--- src/rtl/vga_rst_seq_pkg.sv ---
// Shared definitions for the VGA reset sequencer: state encodings, widths and
// the saturating lock-loss counter increment.
package vga_rst_seq_pkg;

    localparam int STATE_W  = 3;
    localparam int RELOCK_W = 8;

    localparam logic [STATE_W-1:0] S_RESET     = 3'd0;
    localparam logic [STATE_W-1:0] S_WAIT_LOCK = 3'd1;
    localparam logic [STATE_W-1:0] S_HOLD      = 3'd2;
    localparam logic [STATE_W-1:0] S_RUN       = 3'd3;
    localparam logic [STATE_W-1:0] S_LOST      = 3'd4;

    function automatic logic [RELOCK_W-1:0] sat_inc(input logic [RELOCK_W-1:0] v);
        return (v == {RELOCK_W{1'b1}}) ? v : v + 1'b1;
    endfunction

endpackage

--- src/rtl/vga_rst_seq_if.sv ---
// Signal bundle between the sequencer and its surroundings: async lock/enable
// inputs in, controller reset/enable and debug status out.
interface vga_rst_seq_if;
    import vga_rst_seq_pkg::*;

    logic                locked_in;
    logic                en_in;
    logic                sys_rst_out;
    logic                clk_en_out;
    logic [STATE_W-1:0]  state_out;
    logic [RELOCK_W-1:0] relock_cnt;
    logic                lock_timeout_out;

    modport slave (
        input  locked_in, en_in,
        output sys_rst_out, clk_en_out, state_out, relock_cnt, lock_timeout_out
    );

    modport master (
        output locked_in, en_in,
        input  sys_rst_out, clk_en_out, state_out, relock_cnt, lock_timeout_out
    );

endinterface

--- src/rtl/vga_rst_seq_sync_ff.sv ---
// N-stage single-bit synchronizer with synchronous active-low clear.
module sync_ff #(
    parameter int STAGES = 2
) (
    input  logic clk,
    input  logic rst_n,
    input  logic d,
    output logic q
);

    logic [STAGES-1:0] sync_q;
    logic [STAGES-1:0] sync_d;

    always_comb sync_d = {sync_q[STAGES-2:0], d};

    always_ff @(posedge clk) begin
        if (!rst_n) sync_q <= '0;
        else        sync_q <= sync_d;
    end

    assign q = sync_q[STAGES-1];

endmodule

--- src/rtl/vga_rst_seq.sv ---
// Reset/enable sequencer for the VGA controller: qualifies MMCM lock, holds
// reset, then gates the clock enable. Optional lock timeout via LOCK_TIMEOUT_EN.
module vga_rst_seq
    import vga_rst_seq_pkg::*;
#(
    parameter int SYNC_STAGES    = 2,
    parameter int LOCK_STABLE    = 16,
    parameter int HOLD_CYCLES    = 64,
    parameter int TIMEOUT_CYCLES = 1000000
) (
    input  logic          vga_clk_in,
    input  logic          vga_rst_n,
    vga_rst_seq_if.slave  bus
);

    localparam int SW = $clog2(LOCK_STABLE + 1);
    localparam int HW = $clog2(HOLD_CYCLES + 1);

    logic                locked_s, en_s;
    logic [STATE_W-1:0]  state_q, state_d;
    logic [SW-1:0]       stab_cnt_q, stab_cnt_d;
    logic [HW-1:0]       hold_cnt_q, hold_cnt_d;
    logic [RELOCK_W-1:0] relock_q, relock_d;
    logic                sys_rst_q, sys_rst_d;
    logic                clk_en_q, clk_en_d;

    sync_ff #(.STAGES(SYNC_STAGES)) u_sync_lock (
        .clk(vga_clk_in), .rst_n(vga_rst_n), .d(bus.locked_in), .q(locked_s));
    sync_ff #(.STAGES(SYNC_STAGES)) u_sync_en (
        .clk(vga_clk_in), .rst_n(vga_rst_n), .d(bus.en_in), .q(en_s));

    always_comb begin
        state_d    = state_q;
        stab_cnt_d = stab_cnt_q;
        hold_cnt_d = hold_cnt_q;
        relock_d   = relock_q;
        case (state_q)
            S_RESET: begin
                state_d    = S_WAIT_LOCK;
                stab_cnt_d = '0;
            end
            S_WAIT_LOCK: begin
                if (!locked_s) begin
                    stab_cnt_d = '0;
                end else begin
                    stab_cnt_d = stab_cnt_q + 1'b1;
                    if (stab_cnt_q == SW'(LOCK_STABLE - 1)) begin
                        state_d    = S_HOLD;
                        hold_cnt_d = '0;
                    end
                end
            end
            S_HOLD: begin
                hold_cnt_d = hold_cnt_q + 1'b1;
                // A drop on the final hold edge still wins over promotion to RUN.
                if (!locked_s) begin
                    state_d    = S_WAIT_LOCK;
                    stab_cnt_d = '0;
                end else if (hold_cnt_q == HW'(HOLD_CYCLES - 1)) begin
                    state_d = S_RUN;
                end
            end
            S_RUN: begin
                if (!locked_s) begin
                    state_d  = S_LOST;
                    relock_d = sat_inc(relock_q);
                end
            end
            S_LOST: begin
                state_d    = S_WAIT_LOCK;
                stab_cnt_d = '0;
            end
            default: state_d = S_RESET;
        endcase
        sys_rst_d = (state_d != S_RUN);
        clk_en_d  = (state_d == S_RUN) & en_s;
    end

    always_ff @(posedge vga_clk_in) begin
        if (!vga_rst_n) begin
            state_q    <= S_RESET;
            stab_cnt_q <= '0;
            hold_cnt_q <= '0;
            relock_q   <= '0;
            sys_rst_q  <= 1'b1;
            clk_en_q   <= 1'b0;
        end else begin
            state_q    <= state_d;
            stab_cnt_q <= stab_cnt_d;
            hold_cnt_q <= hold_cnt_d;
            relock_q   <= relock_d;
            sys_rst_q  <= sys_rst_d;
            clk_en_q   <= clk_en_d;
        end
    end

`ifdef LOCK_TIMEOUT_EN
    localparam int TW = $clog2(TIMEOUT_CYCLES + 1);

    logic [TW-1:0] to_cnt_q, to_cnt_d;
    logic          timeout_q, timeout_d;

    // Counter saturates at the threshold so the flag can never be missed by a wrap.
    always_comb begin
        to_cnt_d = to_cnt_q;
        if (state_d == S_WAIT_LOCK && state_q != S_WAIT_LOCK)
            to_cnt_d = '0;
        else if ((state_q == S_WAIT_LOCK || state_q == S_HOLD) &&
                 to_cnt_q != TW'(TIMEOUT_CYCLES))
            to_cnt_d = to_cnt_q + 1'b1;
        timeout_d = timeout_q | (to_cnt_d == TW'(TIMEOUT_CYCLES));
    end

    always_ff @(posedge vga_clk_in) begin
        if (!vga_rst_n) begin
            to_cnt_q  <= '0;
            timeout_q <= 1'b0;
        end else begin
            to_cnt_q  <= to_cnt_d;
            timeout_q <= timeout_d;
        end
    end

    assign bus.lock_timeout_out = timeout_q;
`else
    assign bus.lock_timeout_out = 1'b0;
`endif

    assign bus.sys_rst_out = sys_rst_q;
    assign bus.clk_en_out  = clk_en_q;
    assign bus.state_out   = state_q;
    assign bus.relock_cnt  = relock_q;

endmodule

--- src/flat_wrapper.sv ---
// flat-port wrapper written by rule: the top's interface ports become plain ports
module vga_rst_seq_flat import vga_rst_seq_pkg::*;
#(
    parameter int SYNC_STAGES    = 2,
    parameter int LOCK_STABLE    = 16,
    parameter int HOLD_CYCLES    = 64,
    parameter int TIMEOUT_CYCLES = 1000000
)
  (vga_clk_in, vga_rst_n, bus_locked_in, bus_en_in, bus_sys_rst_out, bus_clk_en_out, bus_state_out, bus_relock_cnt, bus_lock_timeout_out);
  vga_rst_seq_if bus_i ();
  input  logic vga_clk_in;
  input  logic vga_rst_n;
  input wire logic [$bits(bus_i.locked_in)-1:0] bus_locked_in;
  input wire logic [$bits(bus_i.en_in)-1:0] bus_en_in;
  output wire logic [$bits(bus_i.sys_rst_out)-1:0] bus_sys_rst_out;
  output wire logic [$bits(bus_i.clk_en_out)-1:0] bus_clk_en_out;
  output wire logic [$bits(bus_i.state_out)-1:0] bus_state_out;
  output wire logic [$bits(bus_i.relock_cnt)-1:0] bus_relock_cnt;
  output wire logic [$bits(bus_i.lock_timeout_out)-1:0] bus_lock_timeout_out;
  assign bus_i.locked_in = bus_locked_in;
  assign bus_i.en_in = bus_en_in;
  assign bus_sys_rst_out = bus_i.sys_rst_out;
  assign bus_clk_en_out = bus_i.clk_en_out;
  assign bus_state_out = bus_i.state_out;
  assign bus_relock_cnt = bus_i.relock_cnt;
  assign bus_lock_timeout_out = bus_i.lock_timeout_out;
  vga_rst_seq #(.SYNC_STAGES(SYNC_STAGES), .LOCK_STABLE(LOCK_STABLE), .HOLD_CYCLES(HOLD_CYCLES), .TIMEOUT_CYCLES(TIMEOUT_CYCLES)) u_core (.vga_clk_in(vga_clk_in), .vga_rst_n(vga_rst_n), .bus(bus_i));
endmodule
--- config.mk ---
export PLATFORM = sky130hd
export DESIGN_NAME = vga_rst_seq_flat
export DESIGN_NICKNAME = d
export VERILOG_FILES = /design/src/rtl/vga_rst_seq_pkg.sv /design/src/rtl/vga_rst_seq_if.sv /design/src/rtl/vga_rst_seq_sync_ff.sv /design/src/rtl/vga_rst_seq.sv /design/src/flat_wrapper.sv
export SDC_FILE = /design/constraint.sdc
export NUM_CORES = 1
export LEC_CHECK = 0
export CAP_MARGIN = 20
export CORE_ASPECT_RATIO = 1.1
export CORE_UTILIZATION = 35
export DETAILED_ROUTE_END_ITERATION = 12
export GPL_TIMING_DRIVEN = 0
export SYNTH_ARGS = -nofsm -noshare
export SYNTH_HDL_FRONTEND = slang
export SYNTH_SLANG_ARGS = --single-unit
--- constraint.sdc ---
create_clock -name vga_clk_in -period 2.2 [get_ports vga_clk_in]
set_input_delay 0.44 -clock vga_clk_in [delete_from_list [all_inputs] [get_ports vga_clk_in]]
set_output_delay 0.44 -clock vga_clk_in [all_outputs]
set_load 0.1 [all_outputs]
==> results of run 1 <==
## synthesized netlist by cell type (2+ instances only)
| library cell | n |
|---|---|
| dfxtp_1 | 29 |
| nand2_1 | 12 |
| o21a_1 | 3 |
| buf_2 | 2 |
| o21ai_0 | 8 |
| mux2i_1 | 3 |
| nand3b_1 | 2 |
| and3_1 | 2 |
| buf_1 | 2 |
| a22oi_1 | 2 |
| nor2b_1 | 5 |
| a21boi_0 | 3 |
| and3b_1 | 2 |
| ha_1 | 4 |
| o211ai_1 | 2 |
| nand2b_1 | 3 |
| nor2_1 | 7 |
| a21oi_1 | 8 |
| or3_1 | 2 |
| nand4_1 | 2 |
| nand3_1 | 5 |
| and2_1 | 11 |
| inv_1 | 4 |
| a31oi_1 | 2 |
| xnor2_1 | 6 |
## layout by cell type, fill, tap and decap left out, types with 3 or more instances in the layout
cell type,instances
o21ai_0,8
nand3_1,5
nor2b_1,5
a21boi_0,3
and2_1,11
ha_1,3
o21a_1,3
clkdlybuf4s50_1,3
mux2i_1,3
clkbuf_8,7
nand2_1,12
inv_1,4
a21oi_1,8
xnor2_1,6
nor2_1,7
nand2b_1,3
dlygate4sd2_1,11
dfxtp_1,27
## flip-flops by register name, indices dropped and copies added, names as in the netlist
name and count:
u_core.bus.state_out 3, u_core.bus.clk_en_out 1, u_core.hold_cnt_q 7, u_core.bus.relock_cnt 8, u_core.stab_cnt_q 5, u_core.u_sync_lock.sync_q 2, u_core.bus.sys_rst_out 1, u_core.u_sync_en.sync_q 2
## cell type report
type                       instances  area [um2]
fill                             353        2009
multi-input combinational        113       760.7
sequential                        29       583.1
timing repair buffer              16       151.4
clock buffer                       7       96.34
tap                               50       62.56
buffer                             6       28.78
inverter                           4       15.01
clock inverter                     1       5.005
## metal layers
metal	wire length (um)	global-route usage, %	vias to the layer above
li1	-	-	586
met1	1318	19.01	534
met2	1284	24.87	23
met3	113	5.293	6
met4	59	8.056	0
met5	0	0	-
## report_power, final
group / total (W) / internal, W / switching [W]
clock network: 0.000487 / 0.000282 / 0.000205
logic: 0.0000433 / 0.0000145 / 0.0000288
registers: 0.000535 / 0.000530 / 0.00000484
## worst max-delay path by stage
stage / startpoint / to / cells past startpoint
6_report: u_core.bus.state_out[1]$_SDFF_PN0_ / bus_state_out[1] / 1
5_1_grt: u_core.stab_cnt_q[1]$_SDFFE_PN0P_ / u_core.hold_cnt_q[3]$_SDFFE_PN0P_ / 7
4_1_cts: u_core.bus.sys_rst_out$_SDFF_PN1_ / bus_sys_rst_out / 1
3_5_place_dp: u_core.bus.state_out[1]$_SDFF_PN0_ / bus_state_out[1] / 1
3_3_place_gp: u_core.bus.state_out[1]$_SDFF_PN0_ / bus_state_out[1] / 1
2_1_floorplan: u_core.bus.state_out[1]$_SDFF_PN0_ / u_core.hold_cnt_q[2]$_SDFFE_PN0P_ / 5
## cell families after synthesis
| kind of cell | after synthesis |
|---|---|
| XOR/XNOR | 6 |
| buffers and inverters | 10 |
| flip-flops | 29 |
| AO/OA/AOI/OAI | 36 |
| multiplexers | 3 |
| adder cells (fa/ha/maj) | 4 |
| other | 1 |
| AND/OR/NAND/NOR | 63 |
## through the flow
| stage | util [%] | hold slack, ns |
|---|---|---|
| detailed placement | 43.28 | 0.4344 |
| global placement | 43.28 | 0.4161 |
| global route | 45.87 | 0.4733 |
| CTS | 45.64 | 0.4487 |
| finish | 45.87 | 0.4451 |
| floorplan | - | 0.4119 |
## repair_timing
action	4_1_cts	5_1_grt
gates cloned	0	0
endpoints found under the setup margin	11	4
endpoints found under the hold margin	0	0
gates resized for setup	11	4
==> results.sh, run 1 <==
export IMPL_synth_xor_area_share_pct=3.801
export IMPL_grt_use_total_pct=15.84
export IMPL_drt_iter0_drc=33
export IMPL_r2r_end="u_core.hold_cnt_q[5]$_SDFFE_PN0P_"
export IMPL_start_util_pct=37.24
export IMPL_reg2regPathDepth=7
export IMPL_die_h_um=67.92
export IMPL_synth_ff_type="dfxtp_1"
export IMPL_setup_violations=0
export IMPL_r2r_slack_ns=0.13
export IMPL_synthAdderAreaFrac_pct=3.620
export IMPL_grt_pass1_vias=1047
export IMPL_drc=0
export IMPL_async_flop_share_pct=0
export IMPL_p_leak_nw=0.6912
export IMPL_cts_made_buffers=5
export IMPL_grt_pass1_wl_mm=4.761
export IMPL_hold_path_depth=1
export IMPL_drtPass1Iterations=4
export IMPL_slew_viol_final=0
export IMPL_ios=18
export IMPL_synth_compound_area_share_pct=16.74
export IMPL_antennaDiodeCount=0
export IMPL_post_cts_buffers=0
export IMPL_power_density_nw_per_um2=625.8
export IMPL_synth_area_um2=1383
export IMPL_clockRootBuffer="clkbuf_8"
export IMPL_synth_area_leader_cell="dfxtp_1"
export IMPL_die_area_um2=4206
export IMPL_cp_start_kind="register"
export IMPL_fp_row_count=23
export IMPL_synth_area_leaders="dfxtp_1 42%, and2_1 5.0%, xnor2_1 3.8%, ha_1 3.6%, nand2_1 3.3%"
export IMPL_antenna_found_initial=0
export IMPL_fin_tns_setup_ns=0
export IMPL_grt_overflow_total=0
export IMPL_clk_pin_slew_ns=0.06
export IMPL_ctsLongestPathBuffers=2
export IMPL_synthMuxAreaShare_pct=2.172
export IMPL_drive_gt1_share_pct=10.23
export IMPL_placed_cell_area_um2=1607
export IMPL_worstHoldStart="u_core.u_sync_lock.sync_q[0]$_SDFF_PN0_"
export IMPL_synth_top_area_share_pct=41.99
export IMPL_fin_crit_ns=2.069
export IMPL_portBuffers=16
export IMPL_via_per_inst=5.084
export IMPL_tightest_slew_ns=0.9710
export IMPL_ys_ff_latch=29
export IMPL_status="complete, no violations"
export IMPL_cts_hold_buf=0
export IMPL_fin_ws_ns=0.1311
export IMPL_grt_max_degree=11
export IMPL_synthesis_nets=160
export IMPL_synth_simple_area_share_pct=28.24
export IMPL_cts_tree="built"
export IMPL_critPathRequiredTime_ns=1.76
export IMPL_dpl_worst_slack_ns=0.1081
export IMPL_hold_class="reg -> reg"
export IMPL_max_freq_mhz=483.3
export IMPL_slowest_delay_ns=0.89
export IMPL_gp_congestion=0.7759
export IMPL_place_inst=218
export IMPL_synth_cells=152
export IMPL_final_hold_violation_count=0
export IMPL_stdcell_area_um2=1703
export IMPL_fin_cells=226
export IMPL_power_w=0.001066
export IMPL_ys_seq_area_share_pct=41.99
export IMPL_yosys_cell_types_count=46
export IMPL_slew_headroom_pct=35.16
export IMPL_crit_slowest_cell="dlygate4sd2_1"
export IMPL_fp_dieW_um=61.93
export IMPL_arrival_ns=1.63
export IMPL_period_share_pct=94.04
export IMPL_htreeDepth=2
export IMPL_finalClockSkew_ns=0.006089
export IMPL_synth_edf_count=0
export IMPL_areaGrowthSynthToFinish_pct=23.17
export IMPL_synth_area_per_cell_um2=9.096
export IMPL_wl_per_cell_um=12.28
export IMPL_yosys_warnings=0
export IMPL_clk_latency_ns=0.28
export IMPL_peakVddDrop_uv=238.1
export IMPL_hpwl_mm=1.962
export IMPL_totalWireLength_mm=2.776
export IMPL_crit_family="buffers and inverters"
export IMPL_vias=1149
export IMPL_cts_sinks=29
export IMPL_path_cells="dlygate4sd2_1"
export IMPL_coreArea_um2=3712
export IMPL_nets=183
export IMPL_critPathCaptureType="primary output"
export IMPL_crit_buf_inv=1
export IMPL_synth_top_family_by_area="simple AND/OR/NAND/NOR gates"
export IMPL_crit_type="reg -> out"
export IMPL_reg2reg_from="u_core.stab_cnt_q[1]$_SDFFE_PN0P_"
export IMPL_min_to="u_core.u_sync_lock.sync_q[1]$_SDFF_PN0_"
export IMPL_rsz0062_at_grt="false"
export IMPL_antenna_left=0
export IMPL_cap_violations=0
export IMPL_crit_fanout=10
No activity file was read; power rests on OpenSTA's default activity.
==> run 2, diff against run 1 <==
- PLACE_DENSITY_LB_ADDON: not set -> 0.12
==> run 2 against run 1 <==
First-iteration DRC count rose by 6.1%; critical path depth did not move; cell count unchanged; flip-flop and latch count did not move; clock power fell by 14%; worst setup slack got worse by 0.065 ns; total power is 6.5% lower; via count rose by 2.3%; global-route usage rose by 0.68 points; critical endpoint is now bus_sys_rst_out; largest cell class unchanged.
==> results.sh, run 2 (synthesized netlist as in run 1, its figures left out) <==
export IMPL_crit_end="bus_sys_rst_out"
export IMPL_vias=1176
export IMPL_hold_class="reg -> reg"
export IMPL_grt_use_total_pct=16.52
export IMPL_post_cts_buffers=0
export IMPL_crit_fanout=1
export IMPL_cp_startpoint="u_core.bus.sys_rst_out$_SDFF_PN1_"
export IMPL_via_per_inst=5.204
export IMPL_crit_buf_inv=1
export IMPL_htreeDepth=2
export IMPL_drive_gt1_share_pct=9.659
export IMPL_grt_overflow_total=0
export IMPL_antenna_left=0
export IMPL_slew_viol_final=0
export IMPL_slew_headroom_pct=35.42
export IMPL_die_area_um2=4206
export IMPL_antenna_found_initial=0
export IMPL_drt_iter0_drc=35
export IMPL_r2r_slack_ns=0.14
export IMPL_cp_start_kind="register"
export IMPL_p_leak_nw=0.6824
export IMPL_final_fill_count=392
export IMPL_nets=183
export IMPL_cts_made_buffers=5
export IMPL_power_density_nw_per_um2=592.3
export IMPL_swShare_pct=23.39
export IMPL_start_util_pct=37.24
export IMPL_setup_violations=0
export IMPL_p_clk_share_pct=41.9
export IMPL_largest_reg_flops=8
export IMPL_final_cell_mix="27 x dfxtp_1, 12 x nand2_1, 11 x and2_1, 11 x dlygate4sd2_1"
export IMPL_p_int_w=0.0007631
export IMPL_ctsLongestPathBuffers=2
export IMPL_timing_hold_ws_ns=0.4354
export IMPL_areaGrowthSynthToFinish_pct=21.63
export IMPL_final_hold_violation_count=0
export IMPL_seqPwrFrac_pct=53.7
export IMPL_crit_family="buffers and inverters"
export IMPL_gp_congestion=0.7993
export IMPL_tightest_slew_ns=0.9725
export IMPL_portBuffers=16
export IMPL_totalWireLength_mm=2.830
export IMPL_pwr_share_comb_pct=4.4
export IMPL_clockRootBuffer="clkbuf_8"
export IMPL_crit_type="reg -> out"
export IMPL_cp_num_cells=1
export IMPL_power_switching_w=0.0002330
export IMPL_hpwl_mm=2.066
export IMPL_critPathCaptureType="primary output"
export IMPL_drc=0
export IMPL_cts_tree="built"
export IMPL_antennaDiodeCount=0
export IMPL_fin_tns_setup_ns=0
export IMPL_layout_commonest_cell="dfxtp_1"
export IMPL_period_share_pct=97.00
export IMPL_cap_violations=0
export IMPL_grt_pass1_vias=1160
export IMPL_reg2reg_from="u_core.stab_cnt_q[1]$_SDFFE_PN0P_"
export IMPL_placed_cell_area_um2=1607
export IMPL_slowest_delay_ns=1.12
export IMPL_reg2regPathDepth=7
export IMPL_utilization_pct=45.30
export IMPL_r2r_end="u_core.hold_cnt_q[5]$_SDFFE_PN0P_"
export IMPL_grt_pass1_wl_mm=4.981
export IMPL_status="complete, no violations"
export IMPL_ios=18
export IMPL_coreArea_um2=3712
export IMPL_fp_dieW_um=61.93
export IMPL_cts_sinks=29
export IMPL_drtPass1Iterations=4
export IMPL_arrival_ns=1.69
export IMPL_path_cells="clkdlybuf4s50_1"
export IMPL_fp_row_count=23
export IMPL_fin_crit_ns=2.134
export IMPL_rsz0062_at_grt="false"
export IMPL_stdcell_area_um2=1682
export IMPL_finalClockSkew_ns=0.009886
export IMPL_die_h_um=67.92
export IMPL_wl_per_cell_um=12.52
export IMPL_grt_max_degree=11
export IMPL_max_freq_mhz=468.6
export IMPL_peakVddDrop_uv=267.1
export IMPL_clk_pin_slew_ns=0.06
export IMPL_critPathRequiredTime_ns=1.76
export IMPL_clk_latency_ns=0.28
export IMPL_crit_slowest_cell="clkdlybuf4s50_1"
==> run 2: cell count changes in the layout (fill, tap and decap cells not counted) <==
cell / previous run / this run
clkinv_2: 1 / 2
dlymetal6s2s_1: 2 / 1
clkbuf_1: 1 / 2
clkdlybuf4s50_1: 3 / 4
clkbuf_8: 7 / 5
==> run 2: how the worst min path moves through the flow <==
stage,start,to,cells after the start
after floorplan,u_core.u_sync_en.sync_q[0]$_SDFF_PN0_,u_core.u_sync_en.sync_q[1]$_SDFF_PN0_,1
after global placement,u_core.u_sync_lock.sync_q[0]$_SDFF_PN0_,u_core.u_sync_lock.sync_q[1]$_SDFF_PN0_,1
after detailed placement,u_core.u_sync_lock.sync_q[0]$_SDFF_PN0_,u_core.u_sync_lock.sync_q[1]$_SDFF_PN0_,1
after CTS,u_core.u_sync_lock.sync_q[0]$_SDFF_PN0_,u_core.u_sync_lock.sync_q[1]$_SDFF_PN0_,1
after global routing,u_core.u_sync_lock.sync_q[0]$_SDFF_PN0_,u_core.u_sync_lock.sync_q[1]$_SDFF_PN0_,1
final,u_core.u_sync_lock.sync_q[0]$_SDFF_PN0_,u_core.u_sync_lock.sync_q[1]$_SDFF_PN0_,1
==> run 2: what timing repair did <==
action                                  4_1_cts  5_1_grt
hold buffers                                  0        0
cloned                                        0        0
pin swaps                                     0        0
resized for setup                            11        3
endpoints found under the setup margin       11        2
==> run 2: power by group through the flow <==
| stage | logic (W) | registers (W) | clock network (W) |
|---|---|---|---|
| 5_1_grt | 0.0000472 | 0.000535 | 0.000461 |
| 6_report | 0.0000434 | 0.000535 | 0.000417 |
| 3_5_place_dp | 0.0000444 | 0.000547 | 0 |
| 4_1_cts | 0.0000439 | 0.000535 | 0.000435 |
| 3_3_place_gp | 0.0000441 | 0.000546 | 0 |
| 2_1_floorplan | 0.0000237 | 0.000552 | 0 |
==> run 2: stage by stage <==
stage,power (W),instances,worst slack [ns]
after detailed placement,0.0005911,218,0.1120
after global routing,0.001044,226,0.01304
after CTS,0.001014,226,0.04847
final,0.0009961,226,0.06599
after floorplan,0.0005757,152,0.01662
after global placement,0.0005905,218,0.1183
==> run 2: layer usage <==
metal	share of wire, %	vias up	routed length [um]	global-route usage (%)
met1	45	551	1275	18.52
li1	-	591	-	-
met2	47	26	1333	26.61
met4	2.8	0	79	8.611
met5	0	-	0	0
met3	5.0	8	142	6.616
==> run 2: final cells by class <==
| cell class | count | area [um2] | share of cell area, % |
|---|---|---|---|
| tap | 50 | 62.56 | 3.720 |
| buffer | 6 | 28.78 | 1.711 |
| sequential | 29 | 583.1 | 34.67 |
| multi-input combinational | 113 | 760.7 | 45.24 |
| clock buffer | 6 | 72.57 | 4.315 |
| inverter | 4 | 15.01 | 0.8929 |
| timing repair buffer | 16 | 148.9 | 8.854 |
| clock inverter | 2 | 10.01 | 0.5952 |
